### src/rtl/fetch_stage.sv
`default_nettype none
// ============================================================================
// Module   : fetch_stage
// Brief    : RV32I instruction fetch with credit-limited in-order requests,
//            response fetch queue and the IF/ID pipeline register.
// Revision : 1.0 - initial release
// ============================================================================
module fetch_stage #(
  parameter int               XLEN     = 32,
  parameter logic [XLEN-1:0]  RESET_PC = 32'h0000_0000,
  parameter int               FQ_DEPTH = 2
) (
  input  logic            clk,
  input  logic            rst_n,
  input  logic            stallF,
  input  logic            stallD,
  input  logic            flushD,
  input  logic            pc_sel,
  input  logic [XLEN-1:0] pc_targetE,
  output logic            imem_req_valid,
  input  logic            imem_req_ready,
  output logic [XLEN-1:0] imem_req_addr,
  input  logic            imem_rsp_valid,
  input  logic [31:0]     imem_rsp_data,
  output logic [31:0]     instrD,
  output logic [XLEN-1:0] pcD,
  output logic [XLEN-1:0] pc_plus4D,
  output logic            validD
);

  localparam int              c_PW    = $clog2(FQ_DEPTH);
  localparam int              c_CW    = c_PW + 1;
  localparam logic [c_CW:0]   c_DEPTH = FQ_DEPTH[c_CW:0];
  localparam logic [31:0]     c_NOP   = 32'h0000_0013;
  localparam logic [XLEN-1:0] c_FOUR  = XLEN'(4);

  logic [XLEN-1:0] r_pcF;
  logic [c_CW-1:0] r_outstanding;
  logic [c_CW-1:0] r_kill;

  logic [XLEN-1:0] r_pcFifo [FQ_DEPTH];
  logic [c_PW-1:0] r_pfWr;
  logic [c_PW-1:0] r_pfRd;

  logic [31:0]     r_fqInstr [FQ_DEPTH];
  logic [XLEN-1:0] r_fqPc    [FQ_DEPTH];
  logic [c_PW-1:0] r_fqWr;
  logic [c_PW-1:0] r_fqRd;
  logic [c_CW-1:0] r_fqCount;

  logic [31:0]     r_instrD;
  logic [XLEN-1:0] r_pcD;
  logic [XLEN-1:0] r_pcPlus4D;
  logic            r_validD;

  logic [c_CW:0]   w_inUse;
  logic            w_reqValid;
  logic            w_accept;
  logic            w_killRsp;
  logic            w_push;
  logic            w_pop;
  logic [c_CW-1:0] w_acceptInc;
  logic [c_CW-1:0] w_rspDec;
  logic [c_CW-1:0] w_pushInc;
  logic [c_CW-1:0] w_popDec;

  // Killed in-flight requests still hold credit until their response drains.
  assign w_inUse     = {1'b0, r_outstanding} + {1'b0, r_fqCount};
  assign w_reqValid  = rst_n & ~pc_sel & ~stallF & (w_inUse < c_DEPTH);
  assign w_accept    = w_reqValid & imem_req_ready;
  assign w_killRsp   = imem_rsp_valid & (r_kill != '0);
  assign w_push      = imem_rsp_valid & (r_kill == '0) & ~pc_sel;
  assign w_pop       = ~stallD & ~flushD & (r_fqCount != '0);

  assign w_acceptInc = {{(c_CW-1){1'b0}}, w_accept};
  assign w_rspDec    = {{(c_CW-1){1'b0}}, imem_rsp_valid};
  assign w_pushInc   = {{(c_CW-1){1'b0}}, w_push};
  assign w_popDec    = {{(c_CW-1){1'b0}}, w_pop};

  always_ff @(posedge clk or negedge rst_n) begin
    if (!rst_n) begin
      r_pcF         <= RESET_PC;
      r_outstanding <= '0;
      r_kill        <= '0;
      r_pfWr        <= '0;
      r_pfRd        <= '0;
    end else begin
      if (pc_sel) begin
        r_pcF <= pc_targetE;
      end else if (w_accept) begin
        r_pcF <= r_pcF + c_FOUR;
      end
      r_outstanding <= r_outstanding + w_acceptInc - w_rspDec;
      // Everything still in flight after this cycle is on the squashed path;
      // r_kill never exceeds r_outstanding, so earlier kills are included.
      if (pc_sel) begin
        r_kill <= r_outstanding - w_rspDec;
      end else if (w_killRsp) begin
        r_kill <= r_kill - 1'b1;
      end
      if (w_accept) begin
        r_pfWr <= r_pfWr + 1'b1;
      end
      if (imem_rsp_valid) begin
        r_pfRd <= r_pfRd + 1'b1;
      end
    end
  end

  always_ff @(posedge clk) begin
    if (w_accept) begin
      r_pcFifo[r_pfWr] <= r_pcF;
    end
    if (w_push) begin
      r_fqInstr[r_fqWr] <= imem_rsp_data;
      r_fqPc[r_fqWr]    <= r_pcFifo[r_pfRd];
    end
  end

  always_ff @(posedge clk or negedge rst_n) begin
    if (!rst_n) begin
      r_fqWr    <= '0;
      r_fqRd    <= '0;
      r_fqCount <= '0;
    end else if (pc_sel) begin
      r_fqWr    <= '0;
      r_fqRd    <= '0;
      r_fqCount <= '0;
    end else begin
      if (w_push) begin
        r_fqWr <= r_fqWr + 1'b1;
      end
      if (w_pop) begin
        r_fqRd <= r_fqRd + 1'b1;
      end
      r_fqCount <= r_fqCount + w_pushInc - w_popDec;
    end
  end

  always_ff @(posedge clk or negedge rst_n) begin
    if (!rst_n) begin
      r_instrD   <= c_NOP;
      r_pcD      <= '0;
      r_pcPlus4D <= '0;
      r_validD   <= 1'b0;
    end else if (flushD) begin
      r_instrD <= c_NOP;
      r_validD <= 1'b0;
    end else if (!stallD) begin
      if (r_fqCount != '0) begin
        r_instrD   <= r_fqInstr[r_fqRd];
        r_pcD      <= r_fqPc[r_fqRd];
        r_pcPlus4D <= r_fqPc[r_fqRd] + c_FOUR;
        r_validD   <= 1'b1;
      end else begin
        r_instrD <= c_NOP;
        r_validD <= 1'b0;
      end
    end
  end

  assign imem_req_valid = w_reqValid;
  assign imem_req_addr  = r_pcF;
  assign instrD         = r_instrD;
  assign pcD            = r_pcD;
  assign pc_plus4D      = r_pcPlus4D;
  assign validD         = r_validD;

endmodule
`default_nettype wire

### config.mk
export PLATFORM = sky130hd
export DESIGN_NAME = fetch_stage
export DESIGN_NICKNAME = d
export VERILOG_FILES = /design/src/rtl/fetch_stage.sv
export SDC_FILE = /design/constraint.sdc
export NUM_CORES = 1
export LEC_CHECK = 0
export ABC_CLOCK_PERIOD_IN_PS = 9700
export BUFFER_PORTS_ARGS = -buffer_cell sky130_fd_sc_hd__buf_2
export CORE_MARGIN = 1.5
export CORE_UTILIZATION = 60
export CTS_CLUSTER_SIZE = 12
export DETAILED_ROUTE_END_ITERATION = 7
export GPL_ROUTABILITY_DRIVEN = 0
export MAX_ROUTING_LAYER = met4
export PLACE_DENSITY = 0.94
export SETUP_SLACK_MARGIN = 0.05
export SYNTH_ARGS = -nofsm -noshare
export SYNTH_HDL_FRONTEND = slang
export SYNTH_SLANG_ARGS = --single-unit
### constraint.sdc
create_clock -name clk -period 9.7 [get_ports clk]
set_clock_uncertainty 0.1 [all_clocks]
set_input_delay 1.94 -clock clk [delete_from_list [all_inputs] [get_ports clk]]
set_output_delay 1.94 -clock clk [all_outputs]
set_load 0.005 [all_outputs]
==> impl_metrics.py, run 1 <==
metrics = {
    "critical_path": {
        "reg2reg_slack_ns": 5.71,
        "cp-endpoint": "imem_req_valid",
        "rr_endpoint": "r_outstanding[1]",
        "required_ns": 7.66,
        "r2r_cells": 10,
        "end_kind": "output pin",
        "path_delay_family": "simple AND/OR/NAND/NOR gates",
        "crit_type": "primary input to output pin",
        "cp_num_buf_inv": 2,
        "path_depth": 4,
        "slowest_delay_ns": 0.61,
        "arrival_ns": 3.35,
        "r2r_start": "r_fqCount[0]",
        "crit_path_start": "rst_n",
        "crit_path_cell_trace": "buf_6 -> or4b_4 -> nor2_1 -> buf_2",
        "start_kind": "primary input",
        "cp_slowest_cell": "or4b_4",
        "crit_fanout": 72,
    },
    "timing": {
        "period_needed_ns": 5.39,
        "whs_ns": 0.371,
        "tightest_slew_ns": 1.29,
        "hold_viol": 0,
        "rsz0062_at_grt": "no",
        "max_freq_mhz": 186,
        "finalCritPeriodShare": 0.555,
        "relSlewSlack": 0.139,
        "setup_ws_ns": 4.31,
        "slew_violations": 0,
        "tns_ns": 0,
        "setup_viol": 0,
    },
    "clocking": {
        "cts_root_buf": "clkbuf_16",
        "postCtsHoldBufs": 0,
        "post_cts_buffers": 0,
        "numCtsBuffers": 34,
        "clkTransAtPathRegs_ns": 0.06,
        "cts.sinks": 329,
        "cts_max_level": 2,
        "cts_tree": "built",
        "cts.path.max_buffers": 3,
        "postCtsResizedCells": 0,
        "clk_latency_ns": 0.51,
    },
    "drt": {
        "drc_errors": 11,
        "ant_nets": 0,
        "routed_via_density": 6.10,
        "drt-initial-drc-count": 859,
        "first_pass_iters": 7,
        "post_drt_wl_per_cell_um": 20.6,
        "vias": 9291,
        "wirelength_um": 31300,
    },
    "placement": {
        "dp_cells": 1459,
        "dpl.hpwl_um": 20300,
        "dpl_worst_slack_ns": 4.32,
        "portBuffers": 201,
    },
    "logic_synthesis": {
        "synth-edff-count": 192,
        "synth.top_cell.area_share": 0.426,
        "synthesis.area_um2": 13500,
        "ys_types": 62,
        "ys_seq_area_frac": 0.680,
        "synthArstFlopShare": 0.416,
        "synthFlopType": "edfxtp_1",
        "ys_ff_latch": 329,
        "ys_top_cells_by_area": "edfxtp_1 (43%), dfrtp_1 (25%), mux2i_1 (4.1%), nand2_1 (4.1%), mux2_2 (3.8%)",
        "yosysWarnings": 0,
        "synth_top_cell_by_area": "edfxtp_1",
        "synthCells": 1016,
        "syn_area_per_cell_um2": 13.3,
        "syn-num-nets": 1097,
    },
    "finish": {
        "final-seq-area_um2": 9200,
        "finalNonFillerCells": 1524,
        "nFillCells": 1359,
        "nNetsFinal": 1296,
        "drive_gt1_frac": 0.256,
        "multi_input_area_um2": 4070,
        "synthToLayoutAreaGrowth_pct": 16.8,
    },
    "hold_path": {
        "hp-class": "register to register",
    },
    "power": {
        "p_leak_nw": 6.30,
        "peakVddDrop_mv": 0.128,
        "total_power_mw": 3.76,
        "power_density_nw_per_um2": 238,
    },
    "status": {
        "violations": "design-rule violations",
        "status": "finished, violations left",
    },
    "global_route": {
        "grt_pass1_vias": 9016,
        "grt_usage": 0.278,
        "overflow": 0,
        "antenna_found_initial": 3,
        "grt_pass1_wl_um": 49300,
        "grt_max_degree": 93,
    },
    "floorplan": {
        "die_h_um": 153,
        "die_area_um2": 23400,
        "core-area_um2": 22000,
        "die_w_um": 153,
        "initial_core_util": 0.616,
        "ios": 202,
        "num_rows": 54,
    },
    "flow_run": {
        "drv_cap": 0,
    },
}
[tightest hold or removal path, cell delays in order, from the launching register on]
cell and delay [ns]:
dfrtp_1 0.34, nand2_1 0.04, o21ai_0 0.06
[sequential cells by signal (all words and copies together), names as in the netlist, 2 cells and up]
register and cells:
r_fqInstr 64, r_fqPc 64, r_pcFifo 64, imem_req_addr 32
instrD 32, pcD 32, pc_plus4D 30, r_fqCount 2
r_kill 2, r_outstanding 2
[through the flow]
step / area, µm² / util
floorplan: 13500 / -
global placement: 14800 / 0.673
detailed placement: 14800 / 0.673
CTS: 15800 / 0.719
global route: 15800 / 0.719
finish: 15800 / 0.719
[power by group]
group	leakage (nW)	switching, mW	total [mW]	internal, mW
combinational	2.34	0.380	0.688	0.307
sequential	3.48	0.158	1.89	1.73
clock	0.482	0.508	1.18	0.676
total	6.30	1.05	3.76	2.72
[final cells by class]
cell class | count | share of cell area
tap | 280 | 0.0222
multi-input combinational | 620 | 0.258
clock inverter | 5 | 0.00277
clock buffer | 57 | 0.0606
inverter | 19 | 0.00452
sequential | 329 | 0.583
timing repair buffer | 211 | 0.0689
antenna | 3 | 0.000475
[per-layer routing]
metal,track usage,vias to the layer above,part of all wire
li1,-,4159,-
met1,0.372,4517,0.40
met2,0.433,540,0.48
met3,0.0411,75,0.079
met4,0.109,0,0.034
met5,-,-,0
[cell usage after synthesis, types with 8 or more instances]
cell type,count
o211ai_1,13
clkbuf_1,31
nand2_1,149
mux2i_1,56
nand3_1,41
ha_1,8
buf_2,11
nand4_1,27
xor2_1,13
o21ai_0,83
inv_1,18
nor2_1,31
dfrtp_1,134
edfxtp_1,192
or4_1,8
a21oi_1,15
mux2_2,46
xnor2_1,19
[layout by cell type, fill, tap and decap left out, drive strengths merged, types with 7 or more instances in the layout]
master | netlist | routed
buf | 17 | 211
edfxtp | 192 | 192
nand2 | 149 | 149
dfrtp | 134 | 134
o21ai | 84 | 84
clkbuf | 31 | 57
mux2i | 56 | 56
mux2 | 46 | 46
nand3 | 41 | 41
nor2 | 31 | 31
nand4 | 28 | 28
inv | 18 | 20
xnor2 | 19 | 19
a21oi | 16 | 16
xor2 | 13 | 13
o211ai | 13 | 13
or4 | 8 | 8
ha | 8 | 8
a22oi | 8 | 8
nor3 | 8 | 8
and3 | 7 | 7
o311ai | 7 | 7
[worst min-delay path by stage]
stage | slack [ns] | depth (start not counted) | endpoint | from
2_1_floorplan | 0.36 | 1 | r_pfWr | r_pfWr
3_3_place_gp | 0.35 | 2 | pcD[22] | pcD[22]
3_5_place_dp | 0.36 | 2 | pcD[21] | pcD[21]
4_1_cts | 0.37 | 2 | pcD[21] | pcD[21]
5_1_grt | 0.38 | 2 | pcD[21] | pcD[21]
6_report | 0.37 | 2 | instrD[26] | instrD[26]
[cells by family (layout without fill, tap and decap cells)]
logic type,Yosys count,in the layout,synth area share
flops,329,329,0.680
simple gates,314,314,0.115
compound gates,163,163,0.0744
mux,102,102,0.0798
buf+inv,67,292,0.0210
xor+xnor,32,32,0.0207
fa+ha+maj,9,9,0.00888
other cells,0,3,0
(Power assumes the default switching activity.)
==> inputs of run 2 (changes only) <==
- ABC_AREA: not set -> 1
- ABC_CLOCK_PERIOD_IN_PS: 9700 -> 4900
- CORE_UTILIZATION: 60 -> 52
- PLACE_DENSITY: 0.94 -> 0.88
- clock period: 9.7 -> 4.9 ns (I/O delays scaled with it)
==> run 2 against run 1 <==
The run now ends clean. Register-to-register slack got worse by 3.9 ns. Wire length decreased by 2.9%. Synthesized area increased by 1.7%. Global-route usage decreased by 5.0 points. Critical path depth increased by 6. Via count increased by 3.9%. Highest routed layer unchanged.
==> impl_metrics.py, run 2 <==
metrics = {
    "status": {
        "status": "completed",
    },
    "critical_path": {
        "required_ns": 5.21,
        "crit_path_start": "pc_sel",
        "rr_endpoint": "imem_req_addr[29]",
        "crit_fanout": 39,
        "cp-endpoint": "imem_req_addr[29]",
        "reg2reg_slack_ns": 1.85,
        "start_kind": "primary input",
        "arrival_ns": 3.75,
        "end_kind": "register",
        "r2r_start": "r_fqCount[0]",
        "crit_type": "primary input to register",
        "r2r_cells": 11,
    },
    "finish": {
        "mostFrequentLayoutCells": "nand2_1 (359), buf_2 (200), edfxtp_1 (192)",
        "top_regs": "r_fqInstr x64, r_fqPc x64, r_pcFifo x64",
        "drive_gt1_frac": 0.219,
        "multi_input_area_um2": 4070,
        "final-seq-area_um2": 9200,
        "layout_commonest_cell": "nand2_1",
        "synthToLayoutAreaGrowth_pct": 17.4,
        "nNetsFinal": 1519,
        "nFillCells": 1943,
    },
    "logic_synthesis": {
        "syn-num-nets": 1315,
        "synthCells": 1234,
        "ys_ff_latch": 329,
        "synth-edff-count": 192,
        "syn_area_per_cell_um2": 11.1,
        "ys_types": 44,
        "ys_top_cells_by_area": "edfxtp_1 (42%), dfrtp_1 (24%), nand2_1 (9.8%), mux2_2 (2.6%), nor2_1 (2.6%)",
        "synthFlopType": "edfxtp_1",
        "yosysWarnings": 0,
        "synth_commonest_cells": "nand2_1 (359), edfxtp_1 (192), dfrtp_1 (134)",
        "synthesis.area_um2": 13800,
        "synthArstFlopShare": 0.416,
        "ys_seq_area_frac": 0.669,
        "synth_top_cell_by_area": "edfxtp_1",
        "synth.top_cell.area_share": 0.419,
        "synth.most_common_cell": "nand2_1",
    },
    "timing": {
        "rsz0062_at_grt": "no",
        "setup_viol": 0,
        "whs_ns": 0.366,
        "hold_viol": 0,
        "tightest_slew_ns": 1.18,
        "tns_ns": 0,
        "max_freq_mhz": 290,
        "finalCritPeriodShare": 0.703,
        "period_needed_ns": 3.44,
        "slew_violations": 0,
        "relSlewSlack": 0.213,
    },
    "floorplan": {
        "die_w_um": 166,
        "core-area_um2": 26000,
        "num_rows": 59,
        "die_area_um2": 27400,
        "die_h_um": 166,
        "ios": 202,
        "initial_core_util": 0.529,
    },
    "clocking": {
        "cts_root_buf": "clkbuf_16",
        "post_cts_buffers": 0,
        "cts_max_level": 2,
        "cts.sinks": 329,
        "postCtsResizedCells": 0,
        "cts.path.max_buffers": 3,
        "clkTransAtPathRegs_ns": 0.06,
        "postCtsHoldBufs": 0,
        "cts_tree": "built",
        "clk_latency_ns": 0.52,
        "numCtsBuffers": 35,
    },
    "drt": {
        "routed_via_density": 5.37,
        "vias": 9656,
        "drc_errors": 0,
        "wirelength_um": 30400,
        "drt-initial-drc-count": 834,
        "ant_nets": 0,
        "first_pass_iters": 5,
        "post_drt_wl_per_cell_um": 16.9,
    },
    "global_route": {
        "antenna_found_initial": 1,
        "grt_pass1_vias": 9524,
        "grt_pass1_wl_um": 48600,
        "overflow": 0,
        "grt_max_degree": 77,
        "grt_usage": 0.227,
    },
    "power": {
        "p_int_mw": 5.43,
        "total_power_mw": 7.55,
        "power_density_nw_per_um2": 467,
        "p_comb_frac": 0.188,
        "peakVddDrop_mv": 0.316,
        "switchingPower_mw": 2.12,
        "power_frac_clock": 0.319,
        "switching_share": 0.281,
        "p_leak_nw": 6.85,
        "pwr-share-seq": 0.493,
    },
    "placement": {
        "portBuffers": 201,
        "dpl.hpwl_um": 20700,
    },
    "flow_run": {
        "drv_cap": 0,
    },
    "hold_path": {
        "hp-class": "register to register",
    },
}
-- run 2: changes by cell type after synthesis, sizes merged, moves of 12 or more --
cell / change
mux2: -14
nand4: -16
mux2i: -27
nor2: +71
nand3: +20
o21ai: -18
nand2: +218
inv: +62
xnor2: -12
-- run 2: cells by family after synthesis --
group | after synthesis | share of synthesized area
compound gates | 126 | 0.0537
xor+xnor | 27 | 0.0172
fa+ha+maj | 9 | 0.00873
buf+inv | 126 | 0.0378
flops | 329 | 0.669
mux | 61 | 0.0473
simple gates | 556 | 0.167
-- run 2: per-layer routing --
metal  track usage  vias to the layer above  part of all wire
met5             -                        -                 0
met3        0.0330                       64             0.063
met4        0.0924                        0             0.032
li1              -                     4584                 -
met2         0.356                      400              0.48
met1         0.301                     4608              0.43
-- run 2: final cells by class --
type | instances | share of cell area
multi-input combinational | 779 | 0.252
clock buffer | 56 | 0.0610
inverter | 81 | 0.0188
tap | 335 | 0.0259
clock inverter | 6 | 0.00356
sequential | 329 | 0.569
antenna | 1 | 0.000155
timing repair buffer | 212 | 0.0693
-- run 2: how the worst min path moves through the flow --
stage / startpoint / to / slack [ns] / depth (start not counted)
global placement: pcD[26] / pcD[26] / 0.35 / 2
global route: pcD[29] / pcD[29] / 0.40 / 2
CTS: pcD[5] / pcD[5] / 0.37 / 2
detailed placement: pcD[20] / pcD[20] / 0.36 / 2
finish: pcD[5] / pcD[5] / 0.37 / 2
floorplan: r_fqWr / r_fqWr / 0.36 / 1
-- run 2: power groups by stage --
stage,registers [mW],clock network (mW),logic [mW]
after global routing,3.76,2.56,1.57
after global placement,3.75,0,1.35
after CTS,3.72,2.45,1.43
after floorplan,3.71,0,0.813
final,3.72,2.41,1.42
after detailed placement,3.76,0,1.41
-- run 2: worst max-delay path: stages --
cell and delay [ns]:
buf_2 0.49, inv_1 0.37, nand2_1 0.16, nor3b_2 0.06
nand2_1 0.63, nand2_1 0.42, inv_2 0.37, nand2_1 0.08
nand2_1 0.06, o21bai_1 0.11
-- run 2: metrics by stage --
stage	util	instance area [µm²]	std cells	setup WS (ns)
after floorplan	-	13800	1234	0.195
after global placement	0.581	15100	1736	1.17
after detailed placement	0.581	15100	1736	1.00
after CTS	0.622	16200	1798	1.54
after global routing	0.622	16200	1799	1.15
final	0.622	16200	1799	1.46
==> inputs of run 3 (changes only) <==
- ABC_CLOCK_PERIOD_IN_PS: 4900 -> 3500
- CORE_UTILIZATION: 52 -> 57
- PLACE_DENSITY: 0.88 -> 0.91
- clock period: 4.9 -> 3.5 ns (I/O delays scaled with it)
==> run 3 against run 2 <==
Sequential power is 39% higher. Hold slack worse by 0.087 ns. Design area is 0.22% higher. First-iteration DRC count is 7.1% higher. Critical path type is now primary input to output pin. Die area is 8.6% lower. Worst setup slack worse by 0.80 ns. Via count is 3.2% higher. Core utilization is 6.6 points higher. Non-clock buffer count is 11 higher. Combinational power is 48% higher. Largest power group unchanged. Wire length is 6.3% higher.
==> impl_metrics.py, run 3 (synthesis gave the netlist of run 2 again) <==
metrics = {
    "critical_path": {
        "r2r_start": "r_fqRd",
        "crit_fanout": 31,
        "path_depth": 5,
        "rr_endpoint": "pc_plus4D[30]",
        "reg2reg_slack_ns": 0.88,
        "path_delay_family": "buffers and inverters",
        "start_kind": "primary input",
        "slowest_delay_ns": 0.55,
        "end_kind": "output pin",
        "r2r_cells": 11,
        "arrival_ns": 2.05,
        "crit_path_cell_trace": "dlygate4sd3_1 -> buf_6 -> nand2_1 -> nor3b_2 -> buf_2",
        "required_ns": 2.70,
        "crit_type": "primary input to output pin",
        "cp_slowest_cell": "dlygate4sd3_1",
        "cp_num_buf_inv": 3,
    },
    "global_route": {
        "grt_usage": 0.265,
        "grt_max_degree": 66,
        "antenna_found_initial": 1,
        "grt_pass1_wl_um": 49800,
        "met3_usage": 0.0547,
        "top_usage_layer": "met2",
        "met2_usage": 0.446,
        "overflow": 0,
        "grt_pass1_vias": 9710,
        "gr-usage-met1": 0.318,
    },
    "floorplan": {
        "die_h_um": 158,
        "core-area_um2": 23500,
        "ios": 202,
        "num_rows": 56,
        "die_area_um2": 25100,
        "initial_core_util": 0.584,
        "die_w_um": 158,
    },
    "hold_path": {
        "hold_path.startpoint": "imem_rsp_data[3]",
        "hp-class": "primary input to register",
        "worstHoldPathCells": 1,
        "hold_end": "r_fqInstr[0][3]",
    },
    "clocking": {
        "cts_max_level": 2,
        "numCtsBuffers": 34,
        "cts_tree": "built",
        "clkTransAtPathRegs_ns": 0.06,
        "cts_root_buf": "clkbuf_16",
        "clk_latency_ns": 0.51,
        "cts.path.max_buffers": 3,
        "cts.sinks": 329,
    },
    "finish": {
        "synthToLayoutAreaGrowth_pct": 17.7,
        "drive_gt1_frac": 0.225,
        "nNetsFinal": 1529,
        "mostFrequentLayoutCells": "nand2_1 (359), buf_2 (200), edfxtp_1 (192)",
        "top_regs": "r_fqInstr x64, r_fqPc x64, r_pcFifo x64",
        "layout_commonest_cell": "nand2_1",
        "nFillCells": 1591,
        "finalNonFillerCells": 1793,
    },
    "drt": {
        "ant_nets": 0,
        "vias": 9967,
        "drt-initial-drc-count": 893,
        "drc_errors": 0,
        "wirelength_um": 32300,
        "post_drt_wl_per_cell_um": 18.0,
        "routed_via_density": 5.56,
        "first_pass_iters": 5,
    },
    "placement": {
        "portBuffers": 201,
        "dp_cells": 1730,
        "dpl.hpwl_um": 21700,
    },
    "timing": {
        "tightest_slew_ns": 1.03,
        "max_freq_mhz": 351,
        "finalCritPeriodShare": 0.813,
        "period_needed_ns": 2.85,
        "setup_viol": 0,
        "rsz0062_at_grt": "no",
        "hold_viol": 0,
        "relSlewSlack": 0.312,
        "slew_violations": 0,
    },
    "power": {
        "total_power_mw": 10.7,
        "peakVddDrop_mv": 0.376,
        "power_density_nw_per_um2": 659,
        "p_leak_nw": 6.90,
    },
    "status": {
        "status": "completed",
    },
    "flow_run": {
        "drv_cap": 0,
    },
}
-- run 3: worst register-to-register path, cell delays in order, from the launching register on --
cell,delay (ns)
dfrtp_2,0.57
inv_2,0.51
nand2_1,0.19
nand2_2,0.11
ha_1,0.19
nand2_1,0.09
nor2_1,0.13
nand2_2,0.16
nor2_4,0.23
nand3_1,0.11
nand3_1,0.09
nand2_1,0.05
-- run 3: area by class of cell --
cell class,instances,area (µm²),area share
timing repair buffer,223,1180,0.0729
inverter,81,304,0.0188
tap,319,399,0.0247
antenna,1,2.50,0.000155
sequential,329,9200,0.568
clock inverter,5,22.5,0.00139
multi-input combinational,779,4070,0.251
clock buffer,56,1020,0.0628
-- run 3: routing by layer --
layer	vias to the layer above	share of wire	wire (µm)
li1	4587	-	-
met3	82	0.092	2990
met4	0	0.030	959
met5	-	0	0
met2	512	0.49	15800
met1	4786	0.39	12600
-- run 3: metrics by stage --
step | worst slack (ns) | cell area [µm²] | TNS [ns] | hold WS (ns) | util
3_5_place_dp | 0.846 | 15100 | 0 | 0.357 | 0.643
4_1_cts | 0.640 | 16200 | 0 | 0.266 | 0.688
2_1_floorplan | -0.0720 | 13800 | -4.61 | 0.304 | -
6_report | 0.653 | 16200 | 0 | 0.279 | 0.688
3_3_place_gp | 0.946 | 15100 | 0 | 0.354 | 0.643
5_1_grt | 0.492 | 16200 | 0 | 0.270 | 0.688
-- run 3: what timing repair did --
| action | 4_1_cts | 5_1_grt |
|---|---|---|
| hold endpoints to repair | 24 | 0 |
| resized for setup | 0 | 0 |
| hold buffers | 1 | 0 |
| buffers inserted | 0 | 0 |
-- run 3: worst max-delay path by stage --
stage | start | end | slack (ns)
after floorplan | r_outstanding[0] | r_pcFifo[0][0] | -0.07
final | rst_n | imem_req_valid | 0.65
after global placement | stallD | pc_plus4D[23] | 0.95
after global routing | rst_n | imem_req_valid | 0.49
after CTS | rst_n | imem_req_valid | 0.64
after detailed placement | rst_n | imem_req_addr[24] | 0.85
-- run 3: power by group --
| group | switching, mW | leakage, nW | internal, mW | total [mW] |
|---|---|---|---|---|
| logic | 1.23 | 2.94 | 0.875 | 2.10 |
| registers | 0.394 | 3.46 | 4.79 | 5.18 |
| clock network | 1.40 | 0.505 | 1.98 | 3.38 |
